===== config.mk =====
export PLATFORM = sky130hd
export DESIGN_NAME = arb_scheduler
export DESIGN_NICKNAME = d
export VERILOG_FILES = /design/src/rtl/arb_scheduler.sv
export SDC_FILE = /design/constraint.sdc
export NUM_CORES = 1
export LEC_CHECK = 0
export ABC_CLOCK_PERIOD_IN_PS = 10600
export CORE_MARGIN = 3
export CORE_UTILIZATION = 63
export DETAILED_ROUTE_END_ITERATION = 8
export PLACE_DENSITY = 0.87
export SETUP_SLACK_MARGIN = 0.1
export SKIP_LAST_GASP = 1
export SLEW_MARGIN = 20
export SYNTH_ARGS = -nofsm -noshare
export SYNTH_HDL_FRONTEND = slang
export SYNTH_SLANG_ARGS = --single-unit

===== constraint.sdc =====
create_clock -name clk -period 10.6 [get_ports clk]
set_clock_uncertainty 0.1 [all_clocks]
set_input_delay 1.06 -clock clk [delete_from_list [all_inputs] [get_ports clk]]
set_output_delay 1.06 -clock clk [all_outputs]
set_load 0.005 [all_outputs]

===== src/rtl/arb_scheduler.sv =====
// ---------------------------------------------------------------------------
// arb_scheduler
// 16-requester arbiter with selectable fixed-priority or round-robin
// selection, a bounded grant hold time and a forced-release timeout pulse.
//
// Parameters:
//   MAX_HOLD    - maximum consecutive GRANT cycles per grant (1..255)
//
// Ports:
//   clk         - clock, all state changes on the rising edge
//   rst_n       - asynchronous active-low reset
//   req[15:0]   - request lines, bit i belongs to requester i
//   mode        - 0: fixed priority (bit 15 wins), 1: round-robin
//   done        - one-cycle release pulse from the granted requester
//   grant[15:0] - registered one-hot grant, zero when idle
//   grant_idx   - registered binary index of the granted bit, 0 when idle
//   grant_valid - high exactly when grant is non-zero
//   timeout     - one-cycle pulse when a grant was released by the counter
// ---------------------------------------------------------------------------
module arb_scheduler #(
  parameter int MAX_HOLD = 64
) (
  input  logic        clk,
  input  logic        rst_n,
  input  logic [15:0] req,
  input  logic        mode,
  input  logic        done,
  output logic [15:0] grant,
  output logic [3:0]  grant_idx,
  output logic        grant_valid,
  output logic        timeout
);

  typedef enum logic [0:0] {
    IDLE  = 1'b0,
    GRANT = 1'b1
  } state_t;

  state_t      r_state;
  logic [15:0] r_grant;
  logic [3:0]  r_grant_idx;
  logic        r_valid;
  logic        r_timeout;
  logic [7:0]  r_hold;
  logic [3:0]  r_last;

  state_t      w_state_nx;
  logic [15:0] w_grant_nx;
  logic [3:0]  w_grant_idx_nx;
  logic        w_valid_nx;
  logic        w_timeout_nx;
  logic [7:0]  w_hold_nx;
  logic [3:0]  w_last_nx;
  logic [3:0]  w_winner;
  logic        w_rel_done;
  logic        w_rel_drop;
  logic        w_rel_cnt;

  // Highest asserted request bit wins.
  function automatic logic [3:0] f_fixed_pick(input logic [15:0] req_v);
    logic [3:0] pick;
    pick = 4'd0;
    for (int i = 0; i < 16; i++) begin
      if (req_v[i]) begin
        pick = 4'(i);
      end
    end
    return pick;
  endfunction

  // Search downward from last-1 with wrap; last itself has lowest priority.
  // Iterating from the farthest candidate toward the nearest lets the
  // nearest asserted bit overwrite all others.
  function automatic logic [3:0] f_rr_pick(input logic [15:0] req_v,
                                           input logic [3:0]  last_v);
    logic [3:0] pick;
    logic [3:0] idx;
    pick = last_v;
    for (int k = 16; k >= 1; k--) begin
      idx = last_v - 4'(k);
      if (req_v[idx]) begin
        pick = idx;
      end
    end
    return pick;
  endfunction

  assign w_winner   = mode ? f_rr_pick(req, r_last) : f_fixed_pick(req);
  assign w_rel_done = done;
  assign w_rel_drop = ~req[r_grant_idx];
  assign w_rel_cnt  = (r_hold == 8'(MAX_HOLD));

  // Next-state and next-output logic.
  always_comb begin
    w_state_nx     = r_state;
    w_grant_nx     = r_grant;
    w_grant_idx_nx = r_grant_idx;
    w_valid_nx     = r_valid;
    w_timeout_nx   = 1'b0;
    w_hold_nx      = r_hold;
    w_last_nx      = r_last;
    case (r_state)
      IDLE: begin
        if (req != 16'h0000) begin
          w_state_nx     = GRANT;
          w_grant_nx     = 16'h0001 << w_winner;
          w_grant_idx_nx = w_winner;
          w_valid_nx     = 1'b1;
          w_hold_nx      = 8'd1;
          w_last_nx      = w_winner;
        end else begin
          w_state_nx     = IDLE;
          w_grant_nx     = 16'h0000;
          w_grant_idx_nx = 4'd0;
          w_valid_nx     = 1'b0;
          w_hold_nx      = 8'd0;
        end
      end
      GRANT: begin
        if (w_rel_done || w_rel_drop || w_rel_cnt) begin
          w_state_nx     = IDLE;
          w_grant_nx     = 16'h0000;
          w_grant_idx_nx = 4'd0;
          w_valid_nx     = 1'b0;
          w_hold_nx      = 8'd0;
          // Timeout only when the counter alone forced the release.
          w_timeout_nx   = w_rel_cnt & ~w_rel_done & ~w_rel_drop;
        end else begin
          w_hold_nx      = r_hold + 8'd1;
        end
      end
      default: begin
        w_state_nx     = IDLE;
        w_grant_nx     = 16'h0000;
        w_grant_idx_nx = 4'd0;
        w_valid_nx     = 1'b0;
        w_hold_nx      = 8'd0;
      end
    endcase
  end

  // State and registered-output update.
  always_ff @(posedge clk or negedge rst_n) begin
    if (!rst_n) begin
      r_state     <= IDLE;
      r_grant     <= 16'h0000;
      r_grant_idx <= 4'd0;
      r_valid     <= 1'b0;
      r_timeout   <= 1'b0;
      r_hold      <= 8'd0;
      r_last      <= 4'd0;
    end else begin
      r_state     <= w_state_nx;
      r_grant     <= w_grant_nx;
      r_grant_idx <= w_grant_idx_nx;
      r_valid     <= w_valid_nx;
      r_timeout   <= w_timeout_nx;
      r_hold      <= w_hold_nx;
      r_last      <= w_last_nx;
    end
  end

  assign grant       = r_grant;
  assign grant_idx   = r_grant_idx;
  assign grant_valid = r_valid;
  assign timeout     = r_timeout;

endmodule

After elaboration in Yosys (flattened, before gate mapping)
Cells that the tools add are included.
{ "word_totals": {"word_cells": 130, "ff_bits": 35} }
{ "classes": {"n_mux": 79, "n_lt_le_gt_ge": 16, "n_eq_ne": 2, "reduce_logical": 4, "bitwise_logic": 5, "shift": 1, "add_sub_neg": 16} }
{ "op_table": {"columns": ["cell", "count"], "rows": [
  ["$mux W4", 32],
  ["$lt A4 B5 Y1 const B", 16],
  ["$bmux W1 S4", 16],
  ["$mux W16", 2],
  ["$pmux W16 S2", 1],
  ["$sub A4 B4 Y4 const B", 8],
  ["$mux W1", 23],
  ["$pmux W8 S2", 1],
  ["$reduce_bool A16 Y1", 1],
  ["$shl A1 B4 Y16 const A", 1],
  ["$sub A4 B3 Y4 const B", 4],
  ["$add A8 B1 Y8 const B", 1],
  ["$eq A8 B7 Y1 const B", 1],
  ["$mux W8", 1],
  ["$pmux W4 S2", 1],
  ["$sub A4 B2 Y4 const B", 2],
  ["$pmux W1 S2", 2],
  ["$sub A4 B1 Y4 const B", 1],
  ["$not A1 Y1", 3],
  ["$and A1 B1 Y1", 2],
  ["$logic_or A1 B1 Y1", 2],
  ["$ne A2 B1 Y1 const B", 1],
  ["$reduce_and A2 Y1", 1]
]} }

Logic depth before layout (Yosys ltp)
{ "logic_depth": {"ltp_word": 22, "ltp_mapped": 15, "mapped_depth_nobuf": 10} }

Worst setup path after synthesis
Ideal clock, no wire load.
{ "synth_timing": {"path_kind": "register to register", "start": "register r_last[1]", "end": "register r_grant[10], in the netlist grant[10]", "n_path_buf": 4, "arrival_time_ns": 3.889, "stages_incl_launch_ff": 15, "period_less_slack_ns": 4.099, "path_slack_ns": 6.501, "path_cell_list": "dfrtp_1 -> clkbuf_1 -> inv_2 -> ha_1 -> buf_2 -> clkbuf_1 -> mux4_2 -> mux2_2 -> mux2_4 -> a311o_1 -> a221oi_2 -> nand2_1 -> a211o_1 -> buf_6 -> o41ai_1"} }
{ "synth_via": {"elab_chain_cells": 22} }
{ "synth_rtl": {"columns": ["item", "line", "text"], "rows": [
  ["start: declaration", "45", "logic [3:0] r_last;"],
  ["start signal: assignment", "159", "r_last <= w_last_nx;"],
  ["$sub A4 B4 Y4", "80", "idx = last_v - 4'(k);"],
  ["$bmux W1 S4", "81", "if (req_v[idx]) begin"],
  ["$mux W1 (not written as such)", "81", null],
  ["$mux W4 (14 in series)", "81", null],
  ["$mux W4 *", "81", null],
  ["$mux W4 *", "88", "assign w_winner = mode ? f_rr_pick(req, r_last) : f_fixed_pick(req);"],
  ["$shl A1 B4 Y16 *", "106", "w_grant_nx = 16'h0001 << w_winner;"],
  ["$mux W16 *", "104", "if (req != 16'h0000) begin"],
  ["$pmux W16 S2 *", "102", "case (r_state)"],
  ["end signal: assignment", "154", "r_grant <= w_grant_nx;"],
  ["end: declaration", "40", "logic [15:0] r_grant;"]
]} }
Mark *: on every way between the ends. The rest lies on a longest branch, timed or not. The select of a mux whose other input is x is not followed.
A chain may end at the register's enable or synchronous reset.

Final worst setup path
{ "layout_timing": {"start": "register r_last[1]", "end": "register r_grant[12], in the netlist grant[12]"} }
Same word-level chain as after synthesis.

==> key figures <==
Floorplanning
  • Die ar.: 7365 µm²
  • Die Y: 85.82 µm
  • Rows: 28
  • Ports: 42
  • Core Area: a little over 6000 µm²
  • Starting Density: 0.6623
  • Die width: 85.82 µm

Clock network
  • CTS Root Cell: clkbuf_8
  • H-Tree Depth: 2
  • Clock buffer depth: 2
  • Post-CTS Resized: 0
  • Clock Latency Late Sink: 0.31 ns
  • CTS tree: yes
  • # hold bufs at CTS: 0
  • Postcts setup bufs: 0
  • CTS Buf Count: 5
  • Clk pin slew, worst setup/hold paths: 0.08 ns
  • CTS sink count: 35

Route
  • Via density: 7.424
  • WL per Instance: 23.82 µm
  • Post-route DRC: 0
  • Total number of vias: 3816
  • Drt total wl: 12.24 mm
  • Routed Antenna Nets: 0
  • Initial DRC count: 437
  • DRT Pass-1 Iters: 5

STA
  • Worst-margin pin slew: approximately 1.0 ns
  • Final setup fails: 0
  • Final hold vios: 0
  • Fmax: 0.1937 GHz
  • Fin crit period: between 5 and 6 ns
  • RSZ-0062 raised after global routing: false
  • Tcrit/Tclk final: 0.4871
  • Max Slew Vio Count: 0
  • Worst hold slack: around 0.39 ns
  • Setup_tns: 0 ns
  • Max-slew headroom: 0.3094

Synth
  • Ys async rst share: 1.000
  • Net Count, Synth: between 400 and 500
  • Flops & latches, synth: 35
  • Most instantiated cells after synthesis: nand2_1, dfrtp_1, mux4_2
  • Synth Area per Inst: 9.626 µm²
  • Post-synth EDFFs: 0
  • Synth Flop Type: dfrtp_1
  • Register area share after synthesis: 0.2182
  • Area share of the largest cell type after synthesis: 0.2182
  • Yosys cell types: 66
  • Post-Syn Area: 4014 µm²
  • Most numerous cell in the Yosys netlist: nand2_1
  • Syn. warnings: 0
  • Synthesized instance count: between 400 and 500
  • Synth area leader: dfrtp_1
  • Synth top area cells: dfrtp_1, mux4_2, mux2i_1

Setup path
  • Most used cell, CP: mux2i_1
  • Worst Setup End Kind: register
  • Slowest-stage cell, CP: dfrtp_1
  • Nature of the critical path startpoint: register
  • Cell family with most CP delay: compound AO/OA/AOI/OAI gates
  • CP bufs+invs: 1
  • Crit Path Category: reg -> reg
  • CP cell instances: inv_2, ha_1, mux4_2, mux2i_1, mux2i_1, nor3_1, o2111ai_1, a211oi_1, o221ai_1, o31ai_1
  • Max stage delay on crit path: between 0.8 and 0.9 ns
  • CP arrival: 5.27 ns
  • Critical path depth in cells: 10
  • WP data required: about 11 ns
  • CP max FO: 22
  • R2R depth: 10

Placement
  • Placer Congestion: 1.115
  • Cells after DPL: 506
  • I/O Buffers: a little over 40
  • Hpwl dp: a little over 9 mm

Min path
  • Hold Path Stages: 2
  • Worst min-delay path category: reg -> reg

Layout
  • Non-Filler Instances: 514
  • Utilization after layout: 0.7403
  • Nets: 467
  • Share of layout cells above drive strength 1: 0.1754
  • Antenna diodes: 0
  • Area Overhead vs Synth: 11.78%

Run
  • Max cap viols: 0

Global routing
  • Gr ovfl total: 0
  • Antenna violations before repair: 0
  • Total GRT Usage: 0.3428
  • Largest net degree at the start of global routing: 36
  • First-pass GRT wire length: approximately 19 mm
  • Vias in the first global route: 3578

Status
  • Status: finished clean
## area by class of cell
type	instances	area, µm²
repair buffers	46	447.9
flip-flops and latches	35	875.8
fillers	410	1574
inverters	17	63.81
multi-input cells	333	2902
clock buffers	7	96.34
clock inverters	1	7.507
well taps	75	93.84
## registers in the layout, indices dropped and copies added (netlist names)
name         flops
r_state          1
grant           16
timeout          1
grant_valid      1
grant_idx        4
r_hold           8
r_last           4
## worst register-to-register path, cell delays in order, from the launching register on
cell	delay [ns]
dfrtp_1	0.87
inv_2	0.31
ha_1	0.86
mux4_2	0.46
mux2i_1	0.43
mux2i_1	0.32
nor3_1	0.30
o2111ai_1	0.18
a211oi_1	0.57
o221ai_1	0.35
o31ai_1	0.30
## metal layers
layer / global-route usage / wire (µm) / vias to the layer above
met5: 0 / 0 / -
li1: - / - / 1650
met4: 0.1137 / 417 / 0
met2: 0.5219 / 5608 / 271
met1: 0.4855 / 4896 / 1849
met3: 0.08165 / 1319 / 46
## metrics by stage
| step | setup WS (ns) | area (µm²) |
|---|---|---|
| 2_1_floorplan | 6.501 | 4014 |
| 5_1_grt | 5.157 | 4487 |
| 3_5_place_dp | 5.701 | 4383 |
| 4_1_cts | 5.654 | 4487 |
| 6_report | 5.437 | 4487 |
| 3_3_place_gp | 5.828 | 4383 |
## worst paths after layout
check	startpoint	to	slack (ns)
worst max-delay path	r_last[1]	grant[12]	5.44
worst min-delay path	grant_valid	grant_valid	0.39
worst max register to register	r_last[1]	grant[12]	5.44
worst min register to register	grant_valid	grant_valid	0.39
max in group asynchronous	rst_n	r_hold[4]	9.03
min in group asynchronous	rst_n	grant[0]	1.05
## cell usage in the layout, fill, tap and decap left out, drive strengths merged, types with 9 or more instances in the layout
cell	synthesis	layout
o41ai	11	11
nor2	24	24
a211oi	9	9
o21ai	15	15
nand2	56	56
mux4	35	35
nor3	10	10
dfrtp	35	35
clkdlybuf4s50	0	41
mux2i	25	25
xnor2	10	10
inv	17	17
a21oi	17	17
mux2	19	19
ha	9	9
## cell families (layout without fill, tap and decap cells)
| logic type | count (synthesis) | count (layout) | synth area share |
|---|---|---|---|
| xor gates and xnor gates | 16 | 16 | 0.03679 |
| DFF | 35 | 35 | 0.2182 |
| buffers and inverters | 49 | 71 | 0.05891 |
| AOI/OAI and AO/OA | 106 | 106 | 0.1998 |
| muxes | 79 | 79 | 0.3167 |
| adders and majority gates | 9 | 9 | 0.02806 |
| and+or+nand+nor | 123 | 123 | 0.1415 |
Power is not shown: default switching activity piles up to over one toggle a cycle in this logic, so the estimate is an artifact.
